`src/rtl/eth_pkg.sv`:
```
// Shared Ethernet receive constants and the rx_control state encoding.
// Latency: none (declarations only).
// Backpressure: not applicable.
package eth_pkg;

    localparam int ETH_MIN_LEN = 64;     // minimum legal frame, FCS included
    localparam int ETH_MAX_LEN = 1518;   // maximum legal frame, FCS included
    localparam int ETH_LEN_W   = 16;     // length counter width
    localparam int FCS_LEN     = 4;      // trailing CRC bytes

    typedef enum logic [1:0] {
        IDLE = 2'd0,
        RECV = 2'd1,
        DROP = 2'd2,
        DONE = 2'd3
    } rx_state_t;

endpackage

```
`src/rtl/rx_control_if.sv`:
```
// MAC RX byte stream plus frame-buffer write/status bundle for rx_control.
// Latency: none (wires only).
// Backpressure: buff_full is the only stall indication; the MAC side cannot be stalled.
interface rx_control_if #(
    parameter int LEN_W = 16
) ();

    logic [7:0]       rx_data;
    logic             rx_data_valid;
    logic             rx_last_byte;
    logic             rx_error;
    logic             buff_full;
    logic             wr_en;
    logic [7:0]       wr_data;
    logic [LEN_W-1:0] frm_len;
    logic             frm_commit;
    logic             frm_discard;
    logic             overflow;

    // Environment side: MAC stream and buffer fullness in, buffer writes and status out
    modport master (
        output rx_data, rx_data_valid, rx_last_byte, rx_error, buff_full,
        input  wr_en, wr_data, frm_len, frm_commit, frm_discard, overflow
    );

    // rx_control side
    modport slave (
        input  rx_data, rx_data_valid, rx_last_byte, rx_error, buff_full,
        output wr_en, wr_data, frm_len, frm_commit, frm_discard, overflow
    );

endinterface

```
`src/rtl/rx_fcs_delay.sv`:
```
// Four-deep byte delay line with per-stage valid bits; holds back the trailing FCS bytes.
// Latency: a byte leaves when the fourth byte after it is pushed; out_* is combinational from the oldest stage.
// Backpressure: none; flush drops all held bytes and wins over a simultaneous push.
module rx_fcs_delay
    import eth_pkg::*;
(
    input  logic       clk,
    input  logic       rst,
    input  logic       push,
    input  logic       flush,
    input  logic [7:0] din,
    output logic       out_vld,
    output logic [7:0] out_dat
);

    logic [FCS_LEN-1:0][7:0] dat_q;
    logic [FCS_LEN-1:0]      vld_q;

    // Shift a new byte in on push; flush only clears the valid bits
    always_ff @(posedge clk or negedge rst) begin
        if (!rst) begin
            dat_q <= '0;
            vld_q <= '0;
        end else begin
            if (flush) begin
                vld_q <= '0;
            end else if (push) begin
                vld_q <= {vld_q[FCS_LEN-2:0], 1'b1};
            end
            if (push) begin
                dat_q <= {dat_q[FCS_LEN-2:0], din};
            end
        end
    end

    assign out_vld = vld_q[FCS_LEN-1];
    assign out_dat = dat_q[FCS_LEN-1];

endmodule

```
`src/rtl/rx_control.sv`:
```
// Receive frame control: writes MAC bytes to the frame buffer, checks length/error/overflow, ends each frame with one commit or discard pulse.
// Latency: write one cycle after a byte is accepted (after the fourth following byte with RX_FCS_STRIP_EN); status two cycles after the last byte.
// Backpressure: none toward the MAC; buff_full at write time loses the frame (DROP) and sets sticky overflow.
module rx_control
    import eth_pkg::*;
#(
    parameter int MIN_LEN = ETH_MIN_LEN,
    parameter int MAX_LEN = ETH_MAX_LEN,
    parameter int LEN_W   = ETH_LEN_W
) (
    input  logic         clk,
    input  logic         rst,
    rx_control_if.slave  bus
);

    localparam logic [LEN_W-1:0] MIN_L = LEN_W'(MIN_LEN);
    localparam logic [LEN_W-1:0] MAX_L = LEN_W'(MAX_LEN);

    rx_state_t        state, state_n;
    logic [LEN_W-1:0] cnt, cnt_n;
    logic             bad, bad_n;
    logic             ovf_q, ovf_n;
    logic             wr_en_q, wr_en_n;
    logic [7:0]       wr_data_q, wr_data_n;
    logic [LEN_W-1:0] len_q, len_n;
    logic             commit_q, commit_n;
    logic             discard_q, discard_n;
    logic             take;
    logic             stop;

`ifdef RX_FCS_STRIP_EN
    logic       dly_push;
    logic       dly_flush;
    logic       dly_vld;
    logic [7:0] dly_dat;

    rx_fcs_delay u_fcs_delay (
        .clk     (clk),
        .rst     (rst),
        .push    (dly_push),
        .flush   (dly_flush),
        .din     (bus.rx_data),
        .out_vld (dly_vld),
        .out_dat (dly_dat)
    );
`endif

    // State, counter, flags and all registered outputs
    always_ff @(posedge clk or negedge rst) begin
        if (!rst) begin
            state     <= IDLE;
            cnt       <= '0;
            bad       <= 1'b0;
            ovf_q     <= 1'b0;
            wr_en_q   <= 1'b0;
            wr_data_q <= '0;
            len_q     <= '0;
            commit_q  <= 1'b0;
            discard_q <= 1'b0;
        end else begin
            state     <= state_n;
            cnt       <= cnt_n;
            bad       <= bad_n;
            ovf_q     <= ovf_n;
            wr_en_q   <= wr_en_n;
            wr_data_q <= wr_data_n;
            len_q     <= len_n;
            commit_q  <= commit_n;
            discard_q <= discard_n;
        end
    end

    // Next state: frame status in DONE, then byte acceptance (DONE behaves like IDLE for a new byte)
    always_comb begin
        state_n   = state;
        cnt_n     = cnt;
        bad_n     = bad;
        ovf_n     = ovf_q;
        wr_en_n   = 1'b0;
        wr_data_n = wr_data_q;
        len_n     = len_q;
        commit_n  = 1'b0;
        discard_n = 1'b0;
        take      = 1'b0;
        stop      = 1'b0;
`ifdef RX_FCS_STRIP_EN
        dly_push  = 1'b0;
        dly_flush = 1'b0;
`endif

        // The frame that just ended reports from registered cnt/bad, so a new
        // byte in this same cycle cannot disturb its status.
        if (state == DONE) begin
            state_n = IDLE;
            if (!bad && cnt >= MIN_L) begin
                commit_n = 1'b1;
`ifdef RX_FCS_STRIP_EN
                len_n    = cnt - LEN_W'(FCS_LEN);
`else
                len_n    = cnt;
`endif
            end else begin
                discard_n = 1'b1;
            end
        end

        if (bus.rx_data_valid) begin
            if (state == IDLE || state == DONE) begin
                cnt_n = LEN_W'(1);
                bad_n = bus.rx_error;
                take  = 1'b1;
            end else begin
                // Saturate at MAX_LEN+1 so an endless frame can never wrap to a legal length
                cnt_n = (cnt > MAX_L) ? cnt : cnt + LEN_W'(1);
                bad_n = bad | bus.rx_error;
                if (state == DROP || cnt >= MAX_L) begin
                    bad_n = 1'b1;
                    stop  = 1'b1;
                end else begin
                    take = 1'b1;
                end
            end

            if (take) begin
`ifdef RX_FCS_STRIP_EN
                // Buffer space matters only when a delayed byte actually leaves the line
                dly_push = 1'b1;
                if (dly_vld) begin
                    if (bus.buff_full) begin
                        ovf_n = 1'b1;
                        bad_n = 1'b1;
                        stop  = 1'b1;
                    end else begin
                        wr_en_n   = 1'b1;
                        wr_data_n = dly_dat;
                    end
                end
`else
                if (bus.buff_full) begin
                    ovf_n = 1'b1;
                    bad_n = 1'b1;
                    stop  = 1'b1;
                end else begin
                    wr_en_n   = 1'b1;
                    wr_data_n = bus.rx_data;
                end
`endif
            end

            if (bus.rx_last_byte) begin
                state_n = DONE;
            end else if (stop) begin
                state_n = DROP;
            end else begin
                state_n = RECV;
            end
`ifdef RX_FCS_STRIP_EN
            // Whatever is still held at frame end (or when the frame is lost) is FCS or dead
            dly_flush = bus.rx_last_byte | stop;
`endif
        end
    end

    assign bus.wr_en       = wr_en_q;
    assign bus.wr_data     = wr_data_q;
    assign bus.frm_len     = len_q;
    assign bus.frm_commit  = commit_q;
    assign bus.frm_discard = discard_q;
    assign bus.overflow    = ovf_q;

endmodule

```
`src/flat_wrapper.sv`:
```
// flat-port wrapper written by rule: the top's interface ports become plain ports
module rx_control_flat import eth_pkg::*;
#(
    parameter int MIN_LEN = ETH_MIN_LEN,
    parameter int MAX_LEN = ETH_MAX_LEN,
    parameter int LEN_W   = ETH_LEN_W
)
  (clk, rst, bus_rx_data, bus_rx_data_valid, bus_rx_last_byte, bus_rx_error, bus_buff_full, bus_wr_en, bus_wr_data, bus_frm_len, bus_frm_commit, bus_frm_discard, bus_overflow);
  rx_control_if #(.LEN_W(LEN_W)) bus_i ();
  input  logic clk;
  input  logic rst;
  input wire logic [$bits(bus_i.rx_data)-1:0] bus_rx_data;
  input wire logic [$bits(bus_i.rx_data_valid)-1:0] bus_rx_data_valid;
  input wire logic [$bits(bus_i.rx_last_byte)-1:0] bus_rx_last_byte;
  input wire logic [$bits(bus_i.rx_error)-1:0] bus_rx_error;
  input wire logic [$bits(bus_i.buff_full)-1:0] bus_buff_full;
  output wire logic [$bits(bus_i.wr_en)-1:0] bus_wr_en;
  output wire logic [$bits(bus_i.wr_data)-1:0] bus_wr_data;
  output wire logic [$bits(bus_i.frm_len)-1:0] bus_frm_len;
  output wire logic [$bits(bus_i.frm_commit)-1:0] bus_frm_commit;
  output wire logic [$bits(bus_i.frm_discard)-1:0] bus_frm_discard;
  output wire logic [$bits(bus_i.overflow)-1:0] bus_overflow;
  assign bus_i.rx_data = bus_rx_data;
  assign bus_i.rx_data_valid = bus_rx_data_valid;
  assign bus_i.rx_last_byte = bus_rx_last_byte;
  assign bus_i.rx_error = bus_rx_error;
  assign bus_i.buff_full = bus_buff_full;
  assign bus_wr_en = bus_i.wr_en;
  assign bus_wr_data = bus_i.wr_data;
  assign bus_frm_len = bus_i.frm_len;
  assign bus_frm_commit = bus_i.frm_commit;
  assign bus_frm_discard = bus_i.frm_discard;
  assign bus_overflow = bus_i.overflow;
  rx_control #(.MIN_LEN(MIN_LEN), .MAX_LEN(MAX_LEN), .LEN_W(LEN_W)) u_core (.clk(clk), .rst(rst), .bus(bus_i));
endmodule
```
`config.mk`:
```
export PLATFORM = sky130hd
export DESIGN_NAME = rx_control_flat
export DESIGN_NICKNAME = d
export VERILOG_FILES = /design/src/rtl/eth_pkg.sv /design/src/rtl/rx_control_if.sv /design/src/rtl/rx_fcs_delay.sv /design/src/rtl/rx_control.sv /design/src/flat_wrapper.sv
export SDC_FILE = /design/constraint.sdc
export NUM_CORES = 1
export LEC_CHECK = 0
export CAP_MARGIN = 40
export CELL_PAD_IN_SITES_DETAIL_PLACEMENT = 0
export CELL_PAD_IN_SITES_GLOBAL_PLACEMENT = 1
export CORE_MARGIN = 3
export CORE_UTILIZATION = 44
export DETAILED_ROUTE_END_ITERATION = 6
export PLACE_DENSITY = 0.92
export SYNTH_ARGS = -nofsm -noshare
export SYNTH_HDL_FRONTEND = slang
export SYNTH_HIERARCHICAL = 1
export SYNTH_SLANG_ARGS = --single-unit
```
`constraint.sdc`:
```
create_clock -name clk -period 3.5 [get_ports clk]
set_clock_uncertainty 0.2 [all_clocks]
set_input_delay 0.525 -clock clk [delete_from_list [all_inputs] [get_ports clk]]
set_output_delay 0.525 -clock clk [all_outputs]
set_load 0.05 [all_outputs]
```
[Word-level counts from Yosys, hierarchy flattened]
Index checks and enable logic that the tools add are counted.
Word-level totals
  register bits: 47
  output and inout bits: 28
Operators by class
  $add $sub $neg: 1
  $lt $le $gt $ge: 3
  equality and inequality tests: 3
  muxes and demuxes: 25
  bitwise logic cells: 2
  reduce and logical (&&, ||, !) cells: 10
Operators with widths (count)
  two-way mux 16 bit: 2
  two-way mux 1 bit: 19
  adder 16 x 1 -> 16 bit, second input constant: 1
  >= comparator 16 x 11 -> 1 bit, second input constant: 1
  >= comparator 16 x 7 -> 1 bit, second input constant: 1
  greater-than comparator 16 x 11 -> 1 bit, second input constant: 1
  two-way mux 2 bit: 4
  AND reduction 3 bit: 2
  == test 2 bit, second input constant: 2
  AND reduction 2 bit: 2
  logical NOT 2 bit: 1
  logical OR 1 bit: 2
  != test 2 x 1 -> 1 bit, second input constant: 1
  nonzero test 2 bit: 1
  logical AND 1 bit: 1
  logical NOT 1 bit: 1
  NOT 1 bit: 1
  bitwise OR 1 bit: 1

[Logic depth before layout (Yosys ltp)]
  word-level depth: 10
  mapped depth: 7
  depth with buffers taken out: 7

[Worst setup path after synthesis]
Ideal clock, no wire load.
  path type: register -> register
  start: reg u_core.cnt[11]
  end: reg u_core.len_q[10] (netlist: u_core/bus.frm_len[10])
  data arrival time: 1.810 ns
  data required time: 3.172 ns
  setup slack: 1.362 ns
  stages on the path, launching flop included: 7
  clock period less this slack: 2.138 ns
  cell sequence: dfrtp_1 -> or4_4 -> nor2_1 -> a31oi_1 -> nand2_4 -> buf_6 -> mux2_1
Between the ends
  cells in the longest elaborated chain, start to end: 3
Ends and longest elaborated chain
  from (decl): line rx_control.sv:20  | logic [LEN_W-1:0] cnt, cnt_n;
  from (signal assigned): line rx_control.sv:62  | cnt <= cnt_n;
  >= comparator 16 x 7 -> 1 bit: line rx_control.sv:95  | if (!bad && cnt >= MIN_L) begin
  logical AND 1 bit: line rx_control.sv:95
  AND reduction 2 bit (no line)
  to (signal assigned): line rx_control.sv:67  | len_q <= len_n;
  to (decl): line rx_control.sv:25  | logic [LEN_W-1:0] len_q, len_n;
Every way passes these cells.
A chain may end at the register's enable or synchronous reset.

[Worst setup path in the final report]
  start: reg u_core.cnt[11]
  end: reg u_core.wr_data_q[7] (netlist: u_core/bus.wr_data[7])
Between the ends
  cells in the longest elaborated chain, start to end: 6
Ends and longest elaborated chain
  >= comparator 16 x 11 -> 1 bit: line rx_control.sv:116  | if (state == DROP || cnt >= MAX_L) begin
  logical OR 1 bit: line rx_control.sv:116
  two-way mux 1 bit: line rx_control.sv:116
  two-way mux 1 bit: line rx_control.sv:108  | if (state == IDLE || state == DONE) begin
  two-way mux 1 bit: line rx_control.sv:107  | if (bus.rx_data_valid) begin
  AND reduction 3 bit (no line)
  to (signal assigned): line rx_control.sv:66  | wr_data_q <= wr_data_n;
  to (decl): line rx_control.sv:24  | logic [7:0] wr_data_q, wr_data_n;
Every way passes these cells. The select of a mux whose other input is x is not followed.

==> flow_summary_export.csv <==
group,metric,value,unit
outcome,status,"complete, no violations",
global_route,track_usage,16.0,%
floorplan,start_util,47.7,%
yosys,synth_area,2180,µm²
yosys,synth_top_family_by_area,"simple AND/OR/NAND/NOR gates",
critical_path,cp-start-kind,"register",
yosys,synth_flop_cell,"dfrtp_1",
cts,ctsRootBufferMaster,"clkbuf_8",
critical_path,crit_chain,"nor4_2 -> nand2_1 -> o31ai_2 -> and3b_1 -> mux2_4",
critical_path,worst-setup-path-type,"register to register",
finish,drive_gt1_share,10.8,%
timing,fin_crit_sh,75.2,%
yosys,ys_ff_latch,47,
placed_design,place_inst,281,
finish,fin_nets,242,
floorplan,die_area,5830,µm²
placed_design,place_congestion,0.853,
cts,clock_latency,0.29,ns
hold_path,worstHoldPathType,"register to register",
yosys,yosys.area_share.simple,17.7,%
critical_path,cp_max_fo,10,
global_route,grt_pass1_vias,1571,
timing,worst_pin_slew,0.588,ns
power_and_ir_drop,power,1.59,mW
cts,cts_buffers,5,
drt,drc,0,
job,drv_cap,0,
timing,hold_viol,0,
yosys,synth-edff-count,0,
critical_path,cp.arrival,2.61,ns
power_and_ir_drop,switching_power,0.599,mW
power_and_ir_drop,p_comb_share,36.5,%
cts,cts.sinks,47,
timing,rsz0062_at_grt,"no",
drt,drt_iter0_drc,71,
power_and_ir_drop,swShare,37.8,%
floorplan,dieWidth,76.4,µm
timing,drv_slew,0,
drt,finalWirelength,4380,µm
power_and_ir_drop,seq_power_share,45.0,%
cts,cts_resized,0,
global_route,grt_antenna_before_repair,0,
critical_path,cp_slowest_stage_delay,0.58,ns
drt,vias_per_cell,5.23,
critical_path,crit_family,"simple AND/OR/NAND/NOR gates",
critical_path,endpoint_kind,"register",
yosys,synth_mux_area_share,16.5,%
floorplan,io_pins,42,
timing,fmax,0.380,GHz
yosys,synth-async-reset-ratio,100,%
cts,htree_levels,2,
yosys,synth_xor_area_share,0.402,%
yosys,yosysSeqAreaShare,54.0,%
global_route,overflow,0,
drt,wl_per_cell,15.2,µm
yosys,syn_nets,197,
finish,fillers,398,
global_route,grt_max_degree,31,
timing,fin_setup_tns,0,ns
drt,vias,1505,
drt,drtPass1Iterations,4,
power_and_ir_drop,leakagePower,1.27,nW
finish,antenna_cells,0,
power_and_ir_drop,p_clk_share,18.5,%
drt,ant_nets,0,
yosys,synth_compound_area_share,6.15,%
power_and_ir_drop,pwr_density_cell,580,nW/µm²
yosys,synth_warnings,6,
floorplan,rows,24,
yosys,syn_inst,179,
power_and_ir_drop,peakVddDrop,0.510,mV
yosys,synth_cell_types,41,
timing,finalSetupViolations,0,
floorplan,die_y,76.4,µm
yosys,synth_fa_ha_area_share,2.30,%
timing,period_minus_slack,2.63,ns
yosys,avgSynthCellArea,12.2,µm²
critical_path,path_buf_inv,0,
floorplan,core,4560,µm²
critical_path,cpMaxStageDelayCell,"and3b_1",
placed_design,hpwlAfterDp,3160,µm
power_and_ir_drop,intPower,0.987,mW
cts,clockBufferDepth,2,
finish,syn2layout_area_growth,25.5,%
global_route,grt_pass1_wl,7570,µm
cts,cts_tree,"built",
finish,finalNonFillerCells,288,
cts,clk_pin_slew,0.08,ns
timing,slew_headroom,60.7,%
critical_path,critPathRequiredTime,3.48,ns
placed_design,portBuffers,41,
[cells by family after synthesis]
kind of cell             Yosys count
buffers and inverters             13
AO/OA/AOI/OAI                     20
multiplexers                      30
adder cells (fa/ha/maj)            4
AND/OR/NAND/NOR                   64
XOR/XNOR                           1
flip-flops                        47
[timing repair]
action / in CTS / in global routing
hold endpoints to repair: 17 / 0
buffers inserted: 0 / 0
hold buffers: 1 / 0
[per-layer routing]
metal	wire, µm	up-vias	track usage [%]
met1	2160	731	22.0
met2	2000	52	25.1
met5	0	-	0
met4	8	0	3.99
li1	-	720	-
met3	213	2	4.61
[through the flow]
step	setup WS, ns	cell area [µm²]	utilization [%]	hold slack (ns)
after floorplan	1.36	2180	-	0.0294
after global placement	0.904	2630	57.6	0.262
after detailed placement	0.840	2650	58.1	0.257
after CTS	0.856	2730	59.9	0.274
after global routing	0.764	2730	59.9	0.297
final	0.867	2730	59.9	0.269
[flip-flops by register name, summed over array words and instances, names as in the netlist]
register and count:
u_core/bus.frm_commit 1, u_core/bus.overflow 1, u_core/state 2, u_core/bus.frm_discard 1
u_core/bus.frm_len 16, u_core/bus.wr_data 8, u_core/bad 1, u_core/bus.wr_en 1
u_core/cnt 16
[power by group through the flow]
| stage | Clock (mW) | Sequential, mW | Combinational, mW |
|---|---|---|---|
| finish | 0.294 | 0.713 | 0.578 |
| global route | 0.321 | 0.728 | 0.616 |
| CTS | 0.303 | 0.713 | 0.583 |
| detailed placement | 0 | 0.724 | 0.578 |
| global placement | 0 | 0.722 | 0.566 |
| floorplan | 0 | 0.919 | 0.180 |
[Yosys cell counts (2+ instances only)]
cell type,instances,area share [%]
nand3_1,2,0.46
nor4_1,2,0.57
nand4_1,4,1.1
ha_1,4,2.3
clkbuf_1,3,0.52
dfrtp_1,47,54
a21oi_1,7,1.6
nand2b_1,4,1.1
mux2_4,8,5.5
buf_6,2,1.0
nor2_1,13,2.2
nor3_1,3,0.69
a31o_1,3,1.2
mux2_1,16,8.3
nor4b_1,2,0.80
a31oi_1,3,0.86
mux2i_1,6,2.8
and2_1,6,1.7
nand2_1,15,2.6
and3_1,2,0.57
inv_1,7,1.2
[final cells by class]
type,count,area [µm²],share of cell area (%)
clock buffers,6,72.6,2.65
flip-flops and latches,47,1180,43.0
well taps,65,81.3,2.97
inverters,8,30.0,1.10
repair buffers,43,435,15.9
multi-input cells,119,938,34.3
[final timing paths]
path	from	endpoint	slack, ns	cells after the start
hold / removal	u_core/bus.overflow	u_core/bus.overflow	0.27	1
setup / recovery	u_core/cnt[11]	u_core/bus.wr_data[7]	0.87	5
min in group asynchronous	rst	u_core/bus.frm_len[0]	0.51	2
max in group asynchronous	rst	u_core/bus.frm_len[7]	2.09	3
setup reg to reg	u_core/cnt[11]	u_core/bus.wr_data[7]	0.87	5
hold reg to reg	u_core/bus.overflow	u_core/bus.overflow	0.27	1
[cells in the final DEF (no fill, tap or decap), types with 2 or more instances in the layout]
cell,n
mux2_1,16
clkbuf_8,5
nand3_1,2
nand2_1,15
nor2_1,13
mux2i_1,6
a31oi_1,3
nor4b_1,2
nand2b_1,4
mux2_4,8
dfrtp_1,47
nor3_1,3
nand4_1,4
ha_1,4
nor4_1,2
a21oi_1,7
and2_1,6
inv_1,7
clkdlybuf4s50_1,40
and3_1,2
a31o_1,3
Power figures use the tool's default switching activity.
